--- src/rtl/spi_crc_pkg.sv ---
// Shared SD-card CRC constants for the SPI CRC manager.
package spi_crc_pkg;

    // CRC7 generator x^7 + x^3 + 1 (implicit x^7 term)
    localparam logic [6:0]  SD_CRC7_POLY   = 7'h09;
    // CRC16-CCITT generator x^16 + x^12 + x^5 + 1
    localparam logic [15:0] SD_CRC16_POLY  = 16'h1021;
    // CRC16 register value after reset
    localparam logic [15:0] SD_CRC16_INIT  = 16'h0000;
    // SD command frames always end with a 1 bit
    localparam logic        SD_CMD_END_BIT = 1'b1;

endpackage

--- src/rtl/serial_crc_lfsr.sv ---
// Bit-serial Galois CRC register, MSB-first, no reflection, no final XOR.
// Updates on the falling edge of clk; synchronous active-high reset.
module serial_crc_lfsr #(
    parameter int unsigned           WIDTH = 7,
    parameter logic [WIDTH-1:0]      POLY  = '0,
    parameter logic [WIDTH-1:0]      INIT  = '0
) (
    input  logic             clk,
    input  logic             reset,
    input  logic             en,
    input  logic             din,
    output logic [WIDTH-1:0] crc
);

    logic [WIDTH-1:0] crc_q;
    logic [WIDTH-1:0] crc_d;
    logic             fb;

    // Next CRC value: shift left and fold in the polynomial when feedback is set
    always_comb begin
        fb    = din ^ crc_q[WIDTH-1];
        crc_d = crc_q;
        if (en) begin
            crc_d = {crc_q[WIDTH-2:0], 1'b0} ^ (fb ? POLY : '0);
        end
    end

    // CRC state register, reset has priority over shifting
    always_ff @(negedge clk) begin
        if (reset) begin
            crc_q <= INIT;
        end else begin
            crc_q <= crc_d;
        end
    end

    assign crc = crc_q;

endmodule

--- src/rtl/spi_crc_manager.sv ---
// SD-card SPI CRC manager: running CRC7 (command trailer) and CRC16-CCITT
// (data block) computed from MOSI, one bit per falling edge of spi_clk.
// Optional feature macro: SPI_CRC_MANAGER_CRC16_EN builds the CRC16 path;
// when undefined, crc16 is tied to zero.
module spi_crc_manager
    import spi_crc_pkg::*;
#(
    parameter logic [6:0]  CRC7_POLY  = SD_CRC7_POLY,
    parameter logic [15:0] CRC16_POLY = SD_CRC16_POLY,
    parameter logic [15:0] CRC16_INIT = SD_CRC16_INIT
) (
    input  logic        spi_clk,
    input  logic        reset,
    input  logic        en,
    input  logic        mosi,
    output logic [7:0]  crc8,
    output logic [15:0] crc16
);

    logic [6:0] crc7;

    serial_crc_lfsr #(
        .WIDTH (7),
        .POLY  (CRC7_POLY),
        .INIT  (7'h00)
    ) u_crc7 (
        .clk   (spi_clk),
        .reset (reset),
        .en    (en),
        .din   (mosi),
        .crc   (crc7)
    );

    assign crc8 = {crc7, SD_CMD_END_BIT};

`ifdef SPI_CRC_MANAGER_CRC16_EN
    serial_crc_lfsr #(
        .WIDTH (16),
        .POLY  (CRC16_POLY),
        .INIT  (CRC16_INIT)
    ) u_crc16 (
        .clk   (spi_clk),
        .reset (reset),
        .en    (en),
        .din   (mosi),
        .crc   (crc16)
    );
`else
    // CRC16 parameters stay referenced so the parameter list is the same in both builds
    logic [31:0] unused_crc16_cfg;
    assign unused_crc16_cfg = {CRC16_POLY, CRC16_INIT};
    assign crc16 = '0;
`endif

endmodule

--- config.mk ---
export PLATFORM = sky130hd
export DESIGN_NAME = spi_crc_manager
export DESIGN_NICKNAME = d
export VERILOG_FILES = /design/src/rtl/spi_crc_pkg.sv /design/src/rtl/serial_crc_lfsr.sv /design/src/rtl/spi_crc_manager.sv
export SDC_FILE = /design/constraint.sdc
export NUM_CORES = 1
export LEC_CHECK = 0
export ABC_AREA = 1
export CAP_MARGIN = 0
export CELL_PAD_IN_SITES_DETAIL_PLACEMENT = 1
export CELL_PAD_IN_SITES_GLOBAL_PLACEMENT = 1
export CORE_ASPECT_RATIO = 0.9
export CORE_MARGIN = 3
export CORE_UTILIZATION = 22
export DETAILED_ROUTE_END_ITERATION = 16
export GPL_TIMING_DRIVEN = 0
export PLACE_DENSITY = 0.75
export RECOVER_POWER = 25
export SLEW_MARGIN = 40
export SYNTH_ARGS = -nofsm -noshare
export SYNTH_HDL_FRONTEND = slang
export SYNTH_HIERARCHICAL = 1
export SYNTH_SLANG_ARGS = --single-unit
--- constraint.sdc ---
create_clock -name spi_clk -period 0.85 [get_ports spi_clk]
set_input_delay 0.17 -clock spi_clk [delete_from_list [all_inputs] [get_ports spi_clk]]
set_output_delay 0.17 -clock spi_clk [all_outputs]
set_load 0.05 [all_outputs]
# [After elaboration in Yosys (flattened, before gate mapping)]
# Index checks and enable logic that the tools add are counted.
[word_totals] input_bits=4 word_cells=4 ff_bits=7
[classes] mux=1 bitwise=2
[ops] cell="XOR 7 bit" n=1
[ops] cell="two-way mux 4 bit" n=1
[ops] cell="XOR 1 bit" n=1

# [Logic depth before layout (Yosys ltp)]
# Gate-level depths: netlist (run 1).
[logic_depth] word_depth=3 depth_mapped=6

# [By module]
# Netlist (run 1), hierarchy kept.
[by_module_without_submodules] mod="serial_crc_lfsr" seq_area_each_um2=140.1 cells_per_inst=42 area_each_um2=295.3 instances=1
[by_module_without_submodules] mod="spi_crc_manager" seq_area_each_um2=0.0 cells_per_inst=19 area_each_um2=135.1 instances=1

==> run metrics, run 1 <==
Final Hold Fails=0; Setup violations, final=10; routed wire length=1100 um; fin cells=127; CTS tree=built; Total Neg Setup Slack=-3930 ps; CTS H-tree depth=1; Syn. warnings=6; worst vdd ir=1.05 mV; DP Cell Count=109; wire per inst=8.69 um; share of layout cells above drive strength 1=51.5%; die height=48.0 um; Crit path buffers/inverters=1; failing checks=negative setup slack; global-route usage over all layers=8.86%; post-synth top area share=32.6%; Die ar.=2520 um2; Max Cap Viol=0; Final Wtd Congestion=0.742; pin count of the biggest net entering global routing=9; pre-CTS setup slack=-880 ps; Critical Path Source=u_crc7/crc[6]$_SDFFE_NP0P_; Setup WS post-layout=-552 ps; fin. max-slew vios=0; Critical Path Source Type=flip-flop; ANT nets after route=0; status=finished with violations; clk root buf=clkbuf_4; HP Class=in -> reg; CORE AREA=1750 um2; CTS max path bufs=2; first-pass GRT wire length=1560 um; Sink Count=7; Critical Path Slowest Stage Cell=dfxtp_4; cts bufs inserted=3; RSZ-0062 raised after global routing=yes; Cell Area, Synth=430 um2; die width=52.6 um; Via density=3.61; Filler Cell Count=241; Layout area overhead=85.8%; Reg-to-Reg Start=u_crc7/crc[6]$_SDFFE_NP0P_; Largest register FFs=7; Mean Syn Cell Area=7.06 um2; drt pass-1 iters=4; r2r setup slk=-110 ps; starting density of the core=24.6%; CP endpoint kind=output port; WS Path Type=reg -> out; initial antenna violation count=0; max incr delay on CP=350 ps; CTS Hold Bufs=0; clk_skew=3.02 ps; synth top area cells=dfxtp_1 33%, buf_4 30%, nand2_1 10%; CP cell instances=buf_8; drt drc=0; Row Count=14; worst-skew pair later-pin latency=310 ps; sequential fraction of the synthesis area=32.6%; grt total ovfl=0; Top delay family on crit path=flip-flops; peak fanout along the critical path=3; Post-Synthesis Cells=61; LEAKAGE=0.446 nW; CP arrival=1230 ps; pwr/cell area=1550 nW/um2; nets=108; IO Port Bufs=9; flops & latches, synth=7; Clock Pin Slew Worst Setup and Hold Paths=30 ps; worst path required time=680 ps; number of global-route vias before repair=412; post-layout util=45.6%; Yosys top cell by area=dfxtp_1; worst hold start=en; number of DRC markers in iteration 0=7; Vias=459; Ports=28; Cell variety after synth=11; # diodes=0
cell type report:
class                   instances  area [um2]  share of cell area, %
inverters                       6        30.0                   3.76
well taps                      24        30.0                   3.76
clock buffers                   3        22.5                   2.82
multi-input cells              44         204                   25.5
plain buffers                  18         143                   17.8
flip-flops and latches          7         166                   20.8
repair buffers                 17         174                   21.8
clock inverters                 8        30.0                   3.76
through the flow:
stage	area [um2]	total power, W	hold slack (ps)
global placement	642	0.000810	473
CTS	772	0.00125	536
floorplan	522	0.000753	542
detailed placement	642	0.000813	475
global route	800	0.00135	549
finish	800	0.00124	560
where the power goes:
part / switching [W] / leakage (nW) / internal, W
Clock: 0.000203 / 0.0564 / 0.000212
Combinational: 0.000307 / 0.327 / 0.000158
Sequential: 0.0000161 / 0.0623 / 0.000340
metal layers:
metal  wire [um]  global-route usage, %  part of all wire, %
met2         642                   15.8                   58
met1         370                   8.10                   34
met5           0                      0                    0
met3          91                   6.23                  8.2
met4           0                   3.06                    0
kinds of logic after synthesis:
family	synth area share, %
DFF	32.6
other	1.74
and+or+nand+nor	20.3
buffers and inverters	38.4
AOI/OAI and AO/OA	6.97
worst paths after layout:
check,cells after the start,end
max reg2reg,7,u_crc7/crc[3]$_SDFFE_NP0P_
min,3,u_crc7/crc[4]$_SDFFE_NP0P_
max,1,crc8[7]
min reg2reg,3,u_crc7/crc[4]$_SDFFE_NP0P_
cells in the mapped netlist (all sizes together):
cell type / count
inv: 7
dfxtp: 7
nand2: 12
a211oi: 2
nand3: 4
buf: 18
conb: 2
nor2: 6
a21oi: 3
what timing repair did:
| item | CTS | global route |
|---|---|---|
| setup endpoints to repair | 14 | 9 |
| pin swaps | 1 | 6 |
| resized for setup | 65 | 7 |
| setup buffers | 6 | 2 |
layout by cell type (no fill, tap or decap), drive strengths merged:
master   n
clkbuf   4
nand3    4
buf     34
dfxtp    7
a211oi   2
nor2     6
a21oi    3
conb    17
inv     14
nand2   12
(Power assumes the default switching activity.)
==> inputs of run 2 (changes only) <==
--- a/config.mk
+++ b/config.mk
@@ -13,7 +13,6 @@
 export CORE_MARGIN = 3
 export CORE_UTILIZATION = 22
 export DETAILED_ROUTE_END_ITERATION = 16
-export GPL_TIMING_DRIVEN = 0
 export PLACE_DENSITY = 0.75
 export RECOVER_POWER = 25
 export SLEW_MARGIN = 40
==> run metrics, run 2 (synthesized netlist as in run 1, its figures left out) <==
HP Class=in -> reg; CP arrival=1230 ps (about the same); number of DRC markers in iteration 0=5 (-2); Top delay family on crit path=flip-flops; CTS tree=built; Multi-input gate area=221 um2 (+8.6%); CP endpoint kind=output port; die width=52.6 um (unchanged); most frequent cells in the layout=17 x conb_1, 11 x inv_1, 10 x nand2_1, 7 x buf_12, 7 x dfxtp_4; starting density of the core=24.6% (unchanged); nets=92 (-15%); Final Hold Fails=0 (unchanged); Vias=397 (-14%); post-layout util=42.9% (-2.7 points); CTS max path bufs=2 (unchanged); status=finished with violations; Ports=28 (unchanged); Critical Path Source=u_crc7/crc[2]$_SDFFE_NP0P_; final instance area=752 um2 (-5.9%); pin count of the biggest net entering global routing=9 (unchanged); clk_skew=6.15 ps (+3.13 ps); Setup violations, final=10 (unchanged); Largest register FFs=7 (unchanged); drt drc=0 (unchanged); failing checks=negative setup slack; worst hold start=en; Sink Count=7 (unchanged); Crit path buffers/inverters=1 (unchanged); grt total ovfl=0 (unchanged); peak fanout along the critical path=2 (-1); cts bufs inserted=3 (unchanged); share of layout cells above drive strength 1=47.1% (-4.3 points); Detailed Place HPWL=787 um; CP cell instances=buf_12; Clock Pin Slew Worst Setup and Hold Paths=40 ps (about the same); Layout area overhead=74.7%; fin. max-slew vios=0 (unchanged); LEAKAGE=0.381 nW (-15%); Via density=3.58 (-1.0%); Filler Cell Count=218 (-9.5%); drt pass-1 iters=2 (-2); commonest non-fill, non-tap cell in the layout=conb_1; routed wire length=1160 um (+4.8%); worst-skew pair later-pin latency=310 ps (about the same); worst vdd ir=0.729 mV (-31%); CTS H-tree depth=1 (unchanged); RSZ-0062 raised after global routing=yes; Row Count=14 (unchanged); clk root buf=clkbuf_4; Final Wtd Congestion=0.739 (-0.46%); ANT nets after route=0 (unchanged); Critical Path Slowest Stage Cell=dfxtp_4; Placed Area=654 um2 (+1.9%); CORE AREA=1750 um2 (unchanged); first-pass GRT wire length=1730 um (+11%); pwr/cell area=1630 nW/um2 (+5.1%); die height=48.0 um (unchanged); Die ar.=2520 um2 (unchanged); Setup WS post-layout=-552 ps (-0.423 ps); wire per inst=10.4 um (+20%); Critical Path Source Type=flip-flop; WS Path Type=reg -> out; global-route usage over all layers=10.2% (+1.3 points); IO Port Bufs=10 (+1); max incr delay on CP=350 ps (about the same); Total Neg Setup Slack=-3920 ps (+9.71 ps); # diodes=0 (unchanged); Max Cap Viol=0 (unchanged); number of global-route vias before repair=425 (+3.2%); Reg-to-Reg Start=u_crc7/crc[6]$_SDFFE_NP0P_; worst path required time=680 ps (about the same); register area=166 um2 (unchanged); initial antenna violation count=0 (unchanged)
-- run 2: cell count changes in the layout (fill, tap and decap cells not counted), moves of 2 or more --
cell	change
buf_12	+7
buf_4	-19
buf_6	+4
buf_8	-8
nand3_1	-3
nand3_2	+3
nor2_2	+2
-- run 2: worst paths after layout --
check | end | slack, ps | cells past startpoint
worst max register to register | u_crc7/crc[3]$_SDFFE_NP0P_ | -70 | 7
worst min-delay path | u_crc7/crc[5]$_SDFFE_NP0P_ | 580 | 3
worst max-delay path | crc8[3] | -550 | 1
worst min register to register | u_crc7/crc[5]$_SDFFE_NP0P_ | 620 | 3
-- run 2: stage by stage --
stage / cells / hold slack, ps / power (W) / worst slack [ps]
finish: 111 / 577 / 0.00122 / -552
global route: 111 / 562 / 0.00135 / -606
CTS: 112 / 613 / 0.00126 / -569
detailed placement: 102 / 611 / 0.000832 / -775
global placement: 102 / 608 / 0.000828 / -701
floorplan: 76 / 542 / 0.000753 / -174
-- run 2: layout make-up --
| type | instances | area share, % |
|---|---|---|
| inverter | 6 | 4.66 |
| tap | 24 | 3.99 |
| clock inverter | 8 | 3.99 |
| multi-input combinational | 44 | 29.5 |
| timing repair buffer | 19 | 32.8 |
| sequential | 7 | 22.1 |
| clock buffer | 3 | 3.00 |
-- run 2: timing repair --
item | 4_1_cts | 5_1_grt
pin swaps | 7 | 3
endpoints found under the setup margin | 14 | 13
cloned | 0 | 0
setup buffers | 1 | 0
resized for setup | 26 | 4
hold buffers | 0 | 0
-- run 2: layer usage --
metal	part of all wire, %	global-route usage (%)	vias up	routed length (um)
met3	5.3	4.98	0	61
met1	40	9.17	181	458
met2	55	17.6	13	637
met4	0	8.67	0	0
met5	0	0	-	0
li1	-	-	203	-
-- run 2: worst reg2reg max path, cell delays in order, from the launching register on --
cell	delay (ps)
dfxtp_4	340
buf_6	130
inv_6	60
nand2_4	50
nand3_2	70
nand3_2	70
nand2_1	60
inv_1	40
-- run 2: power by group --
group	internal (W)	switching [W]	leakage [nW]
Clock	0.000212	0.000208	0.0564
Sequential	0.000340	0.0000195	0.0623
Combinational	0.000136	0.000308	0.262
==> inputs of run 3 (changes only) <==
--- a/config.mk
+++ b/config.mk
@@ -9,11 +9,12 @@
 export CAP_MARGIN = 0
 export CELL_PAD_IN_SITES_DETAIL_PLACEMENT = 1
 export CELL_PAD_IN_SITES_GLOBAL_PLACEMENT = 1
-export CORE_ASPECT_RATIO = 0.9
+export CORE_ASPECT_RATIO = 0.75
 export CORE_MARGIN = 3
-export CORE_UTILIZATION = 22
+export CORE_UTILIZATION = 23
+export CTS_BUF_LIST = sky130_fd_sc_hd__clkbuf_4 sky130_fd_sc_hd__clkbuf_8
 export DETAILED_ROUTE_END_ITERATION = 16
-export PLACE_DENSITY = 0.75
+export PLACE_DENSITY = 0.78
 export RECOVER_POWER = 25
 export SLEW_MARGIN = 40
 export SYNTH_ARGS = -nofsm -noshare
==> run metrics, run 3 (synthesized netlist as in run 1, its figures left out) <==
clk_skew=3.76 ps (-2.40 ps); share of layout cells above drive strength 1=52.3% (+5.1 points); pwr/cell area=1590 nW/um2 (-2.4%); drt pass-1 iters=4 (+2); Sink Count=7 (unchanged); die height=43.5 um (-9.4%); routed wire length=1150 um (-0.78%); CP endpoint kind=output port; Top delay family on crit path=flip-flops; Sw Share=43.7% (-0.099 points); Crit path buffers/inverters=1 (unchanged); worst hold-check slack=585 ps (+7.50 ps); DP Cell Count=98 (-3.9%); GR met1 Demand/Resource=9.60% (+0.42 points); worst path required time=680 ps (about the same); Row Count=12 (-2); combinational fraction of design power=37.1% (+0.8 points); status=finished with violations; Die ar.=2430 um2 (-3.6%); most frequent cells in the layout=17 x conb_1, 11 x inv_1, 8 x nand2_1, 7 x buf_12, 7 x dfxtp_4; die width=56.0 um (+6.3%); Placed Area=656 um2 (+0.19%); fin. max-slew vios=0 (unchanged); nets=93 (+1.1%); GR Layer Usage met2=16.0% (-1.5 points); ANT nets after route=0 (unchanged); Psw=0.000535 W (about the same); Setup WS post-layout=-545 ps (+6.52 ps); RSZ-0062 raised after global routing=yes; initial antenna violation count=0 (unchanged); global-route usage over all layers=9.54% (-0.63 points); HP Class=in -> reg; GR Util met3=6.55% (+1.6 points); LEAKAGE=0.395 nW (+3.6%); CORE AREA=1620 um2 (-7.4%); first-pass GRT wire length=1750 um (+1.2%); wire per inst=10.5 um (+1.0%); max incr delay on CP=350 ps (about the same); WS Path Type=reg -> out; Clock power frac=33.6% (-0.7 points); CP cell instances=buf_12; Layout area overhead=79.4%; failing checks=negative setup slack; Largest register FFs=7 (unchanged); cts bufs inserted=3 (unchanged); worst-skew pair later-pin latency=310 ps (about the same); drt drc=0 (unchanged); Via density=3.89 (+8.8%); Vias=424 (+6.8%); starting density of the core=26.5% (+2.0 points); IO Port Bufs=10 (unchanged); pre-CTS setup slack=-778 ps (-3.18 ps); # diodes=0 (unchanged); Detailed Place HPWL=810 um (+2.9%); CTS tree=built; Ports=28 (unchanged); CTS max path bufs=2 (unchanged); Final Hold Fails=0 (unchanged); peak fanout along the critical path=2 (unchanged); r2r setup slk=-80 ps (about the same); Critical Path Slowest Stage Cell=dfxtp_4; CP arrival=1230 ps (about the same); commonest non-fill, non-tap cell in the layout=conb_1; number of DRC markers in iteration 0=8 (+3); Tot Pwr=0.00122 W (+0.18%); Critical Path Source Type=flip-flop; number of global-route vias before repair=435 (+2.4%); Max Cap Viol=0 (unchanged); grt peak-use layer=met2; CTS H-tree depth=1 (unchanged); worst vdd ir=0.802 mV (+10%); Final Wtd Congestion=0.664 (-10%); clk root buf=clkbuf_4; fin cells=109 (-1.8%); Setup violations, final=9 (-1); sequential share of power=29.3% (about the same); Power Internal=0.000690 W (+0.35%); pin count of the biggest net entering global routing=9 (unchanged); grt total ovfl=0 (unchanged); final instance area=772 um2 (+2.7%); Clock Pin Slew Worst Setup and Hold Paths=40 ps (about the same)
==> run 3: timing repair <==
| item | CTS | global route |
|---|---|---|
| pin swaps | 2 | 6 |
| endpoints found under the hold margin | 0 | 0 |
| hold buffers | 0 | 0 |
| resized for setup | 22 | 15 |
| buffers inserted | 1 | 2 |
| setup endpoints to repair | 14 | 11 |
==> run 3: power groups by stage <==
stage                     Clock [W]  Sequential, W  Combinational, W
after floorplan           0.0000574       0.000418          0.000278
after global placement    0.0000574       0.000362          0.000410
after detailed placement  0.0000574       0.000363          0.000416
after CTS                  0.000442       0.000358          0.000424
after global routing       0.000489       0.000361          0.000476
final                      0.000411       0.000359          0.000454
==> run 3: final timing paths <==
check / start / end / depth (start not counted)
worst max-delay path: u_crc7/crc[6]$_SDFFE_NP0P_ / crc8[7] / 1
worst max register to register: u_crc7/crc[6]$_SDFFE_NP0P_ / u_crc7/crc[3]$_SDFFE_NP0P_ / 7
worst min register to register: u_crc7/crc[4]$_SDFFE_NP0P_ / u_crc7/crc[5]$_SDFFE_NP0P_ / 3
worst min-delay path: en / u_crc7/crc[5]$_SDFFE_NP0P_ / 3
==> run 3: per-stage QoR <==
stage	util, %	setup TNS [ps]
floorplan	-	-2190
global placement	40.4	-6210
detailed placement	40.4	-6470
CTS	44.0	-4040
global route	47.6	-4230
finish	47.6	-3840
==> run 3: cell type report <==
type	instances	area, um2
clock buffer	3	22.5
clock inverter	8	30.0
fill	198	850
inverter	6	35.0
multi-input combinational	44	241
sequential	7	166
tap	21	26.3
timing repair buffer	20	250
==> run 3: layer usage <==
layer	wire (um)	share of wire [%]
met1	470	41
met2	595	52
met3	83	7.2
met4	0	0
met5	0	0
